--- config.mk ---
export PLATFORM = sky130hd
export DESIGN_NAME = decoder_2to4_pulse
export DESIGN_NICKNAME = d
export VERILOG_FILES = /design/src/rtl/decoder_2to4_pulse.sv
export SDC_FILE = /design/constraint.sdc
export NUM_CORES = 1
export LEC_CHECK = 0
export BUFFER_PORTS_ARGS = -buffer_cell sky130_fd_sc_hd__buf_4
export CORE_UTILIZATION = 35
export CTS_BUF_LIST = sky130_fd_sc_hd__clkbuf_4 sky130_fd_sc_hd__clkbuf_8 sky130_fd_sc_hd__clkbuf_16
export CTS_CLUSTER_DIAMETER = 100
export CTS_CLUSTER_SIZE = 40
export DETAILED_ROUTE_END_ITERATION = 8
export GPL_ROUTABILITY_DRIVEN = 0
export SETUP_SLACK_MARGIN = 0.15
export SLEW_MARGIN = 20
export SYNTH_ARGS = -nofsm -noshare
export SYNTH_HDL_FRONTEND = slang
export SYNTH_SLANG_ARGS = --single-unit
--- constraint.sdc ---
create_clock -name clk -period 2.1 [get_ports clk]
set_input_delay 0 -clock clk [delete_from_list [all_inputs] [get_ports clk]]
set_output_delay 0 -clock clk [all_outputs]
set_load 0.02 [all_outputs]
--- src/rtl/decoder_2to4_pulse.sv ---
// decoder_2to4_pulse
// Sequential 2-to-4 decoder. A 2-bit code is accepted over a valid/ready
// handshake and expanded to a one-hot line. The line is held for PULSE_LEN
// cycles and is followed by GAP_LEN forced idle cycles. A running count of
// accepted codes is kept modulo 2^CNT_W.
//
// Ports
//   clk          rising-edge clock
//   rst          synchronous, active-high reset
//   in_valid     in_code is presented
//   in_ready     block can accept a code this cycle (IDLE and not in reset)
//   in_code      encoded index 0..3
//   out          one-hot decoded line, all-zero when no pulse is active
//   out_valid    high while out carries a pulse
//   busy         high in ACTIVE or GAP
//   count_total  number of accepted codes, modulo 2^CNT_W
module decoder_2to4_pulse #(
  parameter int PULSE_LEN = 4,
  parameter int GAP_LEN   = 1,
  parameter int CNT_W     = 8
) (
  input  logic             clk,
  input  logic             rst,
  input  logic             in_valid,
  output logic             in_ready,
  input  logic [1:0]       in_code,
  output logic [3:0]       out,
  output logic             out_valid,
  output logic             busy,
  output logic [CNT_W-1:0] count_total
);

  localparam logic [1:0] S_IDLE   = 2'd0;
  localparam logic [1:0] S_ACTIVE = 2'd1;
  localparam logic [1:0] S_GAP    = 2'd2;

  // Timer reload values. The timer counts down to zero, so a phase lasting
  // N cycles is loaded with N-1. GAP_LEN=0 skips the GAP state entirely,
  // so its reload value is never used in that case.
  localparam logic [7:0] PULSE_TMR = 8'(PULSE_LEN - 1);
  localparam logic [7:0] GAP_TMR   = (GAP_LEN > 0) ? 8'(GAP_LEN - 1) : 8'd0;
  localparam logic [CNT_W-1:0] CNT_ONE = {{(CNT_W-1){1'b0}}, 1'b1};

  logic [1:0]       r_state;
  logic [7:0]       r_timer;
  logic [3:0]       r_out;
  logic             r_out_valid;
  logic             r_busy;
  logic [CNT_W-1:0] r_count;
  logic             w_accept;

  // Ready is forced low during reset, so a code presented together with
  // rst can never be accepted.
  assign in_ready = (r_state == S_IDLE) && !rst;
  assign w_accept = in_valid && in_ready;

  always_ff @(posedge clk) begin
    if (rst) begin
      r_state     <= S_IDLE;
      r_timer     <= 8'd0;
      r_out       <= 4'b0000;
      r_out_valid <= 1'b0;
      r_busy      <= 1'b0;
      r_count     <= '0;
    end else begin
      case (r_state)
        S_IDLE: begin
          if (w_accept) begin
            r_out       <= 4'b0001 << in_code;
            r_out_valid <= 1'b1;
            r_state     <= S_ACTIVE;
            r_busy      <= 1'b1;
            r_timer     <= PULSE_TMR;
            r_count     <= r_count + CNT_ONE;
          end
        end
        S_ACTIVE: begin
          if (r_timer == 8'd0) begin
            r_out       <= 4'b0000;
            r_out_valid <= 1'b0;
            if (GAP_LEN > 0) begin
              r_state <= S_GAP;
              r_timer <= GAP_TMR;
            end else begin
              r_state <= S_IDLE;
              r_busy  <= 1'b0;
            end
          end else begin
            r_timer <= r_timer - 8'd1;
          end
        end
        S_GAP: begin
          if (r_timer == 8'd0) begin
            r_state <= S_IDLE;
            r_busy  <= 1'b0;
          end else begin
            r_timer <= r_timer - 8'd1;
          end
        end
        default: begin
          // Unreachable encoding: recover to a clean idle state.
          r_state     <= S_IDLE;
          r_timer     <= 8'd0;
          r_out       <= 4'b0000;
          r_out_valid <= 1'b0;
          r_busy      <= 1'b0;
        end
      endcase
    end
  end

  assign out         = r_out;
  assign out_valid   = r_out_valid;
  assign busy        = r_busy;
  assign count_total = r_count;

endmodule

## Word-level counts from Yosys, hierarchy flattened

Cells that the tools add are included.

- Add/sub/neg operators: 2
- Equal/unequal tests: 6
- Shift-type cells: 1
- Multiplexer cells: 15
- Bitwise operators: 2
- Reduce and logical (&&, ||, !) cells: 10

Operators with widths:

| cell | count |
|---|---|
| 2-to-1 mux 8 bit | 3 |
| one-hot mux 8 bit (3 select lines) | 1 |
| one-hot mux 4 bit (3 select lines) | 1 |
| AND reduction 3 bit | 3 |
| adder 8 x 1 -> 8 bit, second input constant | 1 |
| logical NOT 8 bit | 1 |
| 2-to-1 mux 4 bit | 2 |
| inequality test 2 bit, second input constant | 4 |
| subtractor 8 x 1 -> 8 bit, second input constant | 1 |
| 2-to-1 mux 2 bit | 3 |
| one-hot mux 1 bit (3 select lines) | 2 |
| one-hot mux 2 bit (3 select lines) | 1 |
| AND reduction 2 bit | 2 |
| left shift 1 x 2 -> 4 bit, first input constant | 1 |
| == test 2 x 1 -> 1 bit, second input constant | 1 |
| == test 2 bit, second input constant | 1 |
| logical AND 1 bit | 2 |
| logical NOT 2 bit | 1 |
| 2-to-1 mux 1 bit | 2 |
| NOT 1 bit | 2 |
| logical NOT 1 bit | 1 |

- Bits in registers: 24
- Input port bits: 5

## Longest topological paths before layout

- Depth in word-level cells: 5
- Gate-level depth with buffers: 7

## Worst setup path before layout

No wires, ideal clock.

- Path type: reg-to-reg
- From: register r_timer[0]
- To: register r_timer[5]
- Setup time: 74 ps
- Data arrival time: 1768 ps
- Setup slack: 258 ps
- Stages on the path, launching flop included: 8
- Path buffers: 1
- Path through: dfxtp_1 > inv_1 > ha_1 > nor3b_1 > and4_4 > buf_2 > or4_1 > a21oi_1

- Word-level cells in the longest chain between the ends: 3
- Elaborated cells on any way between the ends: 7
- Those cells by class: add/sub: 1; eq/ne: 1; mux: 3; reduce/logical: 2

RTL lines:

| element | RTL line | text |
|---|---|---|
| from (decl) | 45 | `logic [7:0] r_timer;` |
| from (signal assigned) | 89 | `r_timer <= r_timer - 8'd1;` |
| from (signal assigned) | 97 | `r_timer <= r_timer - 8'd1;` |
| subtractor 8 x 1 -> 8 bit / logical NOT 8 bit (equally long branches) | - |  |
| 2-to-1 mux 8 bit (tied with other cells) | 93 | `if (r_timer == 8'd0) begin` |
| one-hot mux 8 bit (3 select lines) / AND reduction 2 bit (equally long branches) | - |  |

Several ways; a longest one is shown, not always the timed one. The select of a mux whose other input is x is not followed.
A chain may end at the register's enable or synchronous reset.

## Worst setup path after layout

- From: register r_timer[1]
- To: register r_timer[5]

The elaborated chain is that of the path after synthesis.

==> flow_metrics.tcl <==
set metrics [dict create \
    via_per_inst 5.301 \
    io_buffers 19 \
    worstSetupStartpointType "flop" \
    numCtsBuffers 3 \
    mostFrequentLayoutCell "dfxtp_1" \
    wire_per_inst_um 12.48 \
    yosys_warnings 0 \
    grt_pass1_vias 1017 \
    core_mm2 0.003153 \
    synth_cells 139 \
    period_minus_slack_ps 1825 \
    power_density_mw_per_mm2 1267 \
    die-area_mm2 0.003659 \
    max_cap_violations 0 \
    path_class "flop to flop" \
    cts_sinks 24 \
    slowest_stage "or4_1" \
    num_io_pins 20 \
    firstDrtPassIters 4 \
    nFillCells 327 \
    drt_iter0_drc 32 \
    vias 1092 \
    synthArstFlopShare_pct 0 \
    yosysSeqAreaShare_pct 40.13 \
    worstPathMaxFanout 12 \
    cts_tree "done" \
    run_status "complete, no violations" \
    avgSynthCellArea_um2 8.614 \
    synth_nets 147 \
    slew_headroom_pct 66.93 \
    clkTransAtPathRegs_ps 150 \
    drive_gt1_share_pct 21.60 \
    route.detailed.drc 0 \
    fmax_ghz 0.5478 \
    hold_viol_final 0 \
    power.total_mw 1.880 \
    clk_latency_ps 330 \
    final-max-slew-violation-count 0 \
    dp_cells 198 \
    period_share_pct 86.92 \
    hp-class "primary input to flop" \
    die_w_um 60.49 \
    stdcell_count 206 \
    htreeDepth 1 \
    antennaDiodeCount 0 \
    core.rowCount 20 \
    wl_um 2570 \
    area_growth_syn_to_layout_pct 23.93 \
    final-setup-viol-count 0 \
    ant_nets 0 \
    grt_pass1_wl_um 4471 \
    synth_ff_type "dfxtp_1" \
    synth_edf_count 0 \
    cts_buffer_depth 2 \
    max_stage_delay_ps 500 \
    syn_area_mm2 0.001197 \
    peakVddDrop_uv 693.8 \
    hpwl_um 1859 \
    antenna_found_initial 0 \
    arrival_ps 2090 \
    crit_chain "inv_1, ha_1, nor3b_2, and4_4, or4_1, a21oi_1" \
    final_cell_mix "dfxtp_1 (23), buf_4 (22), nor2_1 (14), a21oi_1 (14), o21ai_0 (9)" \
    end_kind "flop" \
    synth-seq-cells 24 \
    grt_max_degree 25 \
    die_h_um 60.49 \
    p_leak_nw 0.5936 \
    start_util_pct 37.98 \
    worst_pin_slew_ps 495.4 \
    finalSetupTns_ps 0 \
    synth.distinct_cells 35 \
    rsz0062_at_grt "yes" \
    nets 171 \
    root_buffer "clkbuf_4" \
    worstPathRequired_ps 2360 \
    globalRoute.totalOverflow 0 \
    fin_skew_ps 12.72 \
    grt_use_total_pct 15.93 \
]
## metrics by stage
step	instance area, um2	util [%]	setup slack [ps]	hold WS, ps
after floorplan	1197	-	258.3	137.0
after global placement	1385	43.93	248.6	268.4
after detailed placement	1385	43.93	105.5	265.2
after CTS	1473	46.71	191.8	67.88
after global routing	1484	47.06	131.4	95.20
final	1484	47.06	274.6	68.41
## per-layer routing
layer / routed length [um] / global-route usage [%] / vias up
li1: - / - / 560
met1: 1299 / 21.49 / 509
met2: 1167 / 25.59 / 20
met3: 72 / 2.345 / 3
met4: 30 / 6.494 / 0
met5: 0 / 0 / -
## final cells by class
class / count / area, um2 / area share [%]
Multi-Input combinational cell: 104 / 678.2 / 45.70
Sequential cell: 24 / 484.2 / 32.63
Timing Repair Buffer: 25 / 195.2 / 13.15
Tap cell: 44 / 55.05 / 3.710
Clock inverter: 1 / 30.03 / 2.024
Clock buffer: 3 / 22.52 / 1.518
Inverter: 5 / 18.77 / 1.265
## worst max-delay path: cells and delay by family, from the launching register on
kind                       cells  cell delay (ps)
buffers and inverters          1               90
AOI/OAI and AO/OA              1              150
DFF                            1              410
adders and majority gates      1              190
and+or+nand+nor                3              920
## repair_timing
item	in CTS	in global routing
hold buffers	3	0
gates resized for setup	1	2
setup buffers	0	1
hold endpoints to repair	9	0
endpoints found under the setup margin	7	8
pin swaps	0	1
## synthesized netlist by cell type, types with 3 or more instances
master / n / area [um2]
or4_1: 4 / 30.03
nand4_1: 3 / 18.77
a21oi_1: 14 / 70.07
o31ai_1: 5 / 37.54
nor2_1: 14 / 52.55
o211ai_1: 3 / 22.52
dfxtp_1: 24 / 480.5
inv_1: 5 / 18.77
clkbuf_1: 4 / 15.01
nand3_1: 4 / 20.02
or3_1: 5 / 31.28
xor2_1: 6 / 52.55
o21ai_0: 9 / 45.04
ha_1: 3 / 37.54
nand2_1: 8 / 30.03
nand3b_1: 3 / 22.52
## path summary, 6_finish.rpt
kind	start	cells after the start	slack (ps)	to
hold reg to reg	out[2]	2	490	out[2]
setup / recovery	r_timer[1]	6	270	r_timer[5]
setup reg to reg	r_timer[1]	6	270	r_timer[5]
hold / removal	in_valid	4	70	count_total[0]
## flip-flops by register name (all words and copies together) (netlist names)
register     cells
busy             1
count_total      8
out              4
out_valid        1
r_state          2
r_timer          8
## where the power goes
part | switching, mW | total [mW] | internal [mW] | leakage, nW
logic | 0.464 | 0.830 | 0.366 | 0.369
registers | 0.145 | 0.708 | 0.563 | 0.196
clock network | 0.149 | 0.343 | 0.193 | 0.0279
## cell families after synthesis
logic type | after synthesis | synth area share, %
AO/OA/AOI/OAI | 36 | 17.87
buffers and inverters | 11 | 3.657
AND/OR/NAND/NOR | 59 | 30.83
XOR/XNOR | 6 | 4.389
adder cells (fa/ha/maj) | 3 | 3.135
flip-flops | 24 | 40.13
Power figures use the tool's default switching activity.
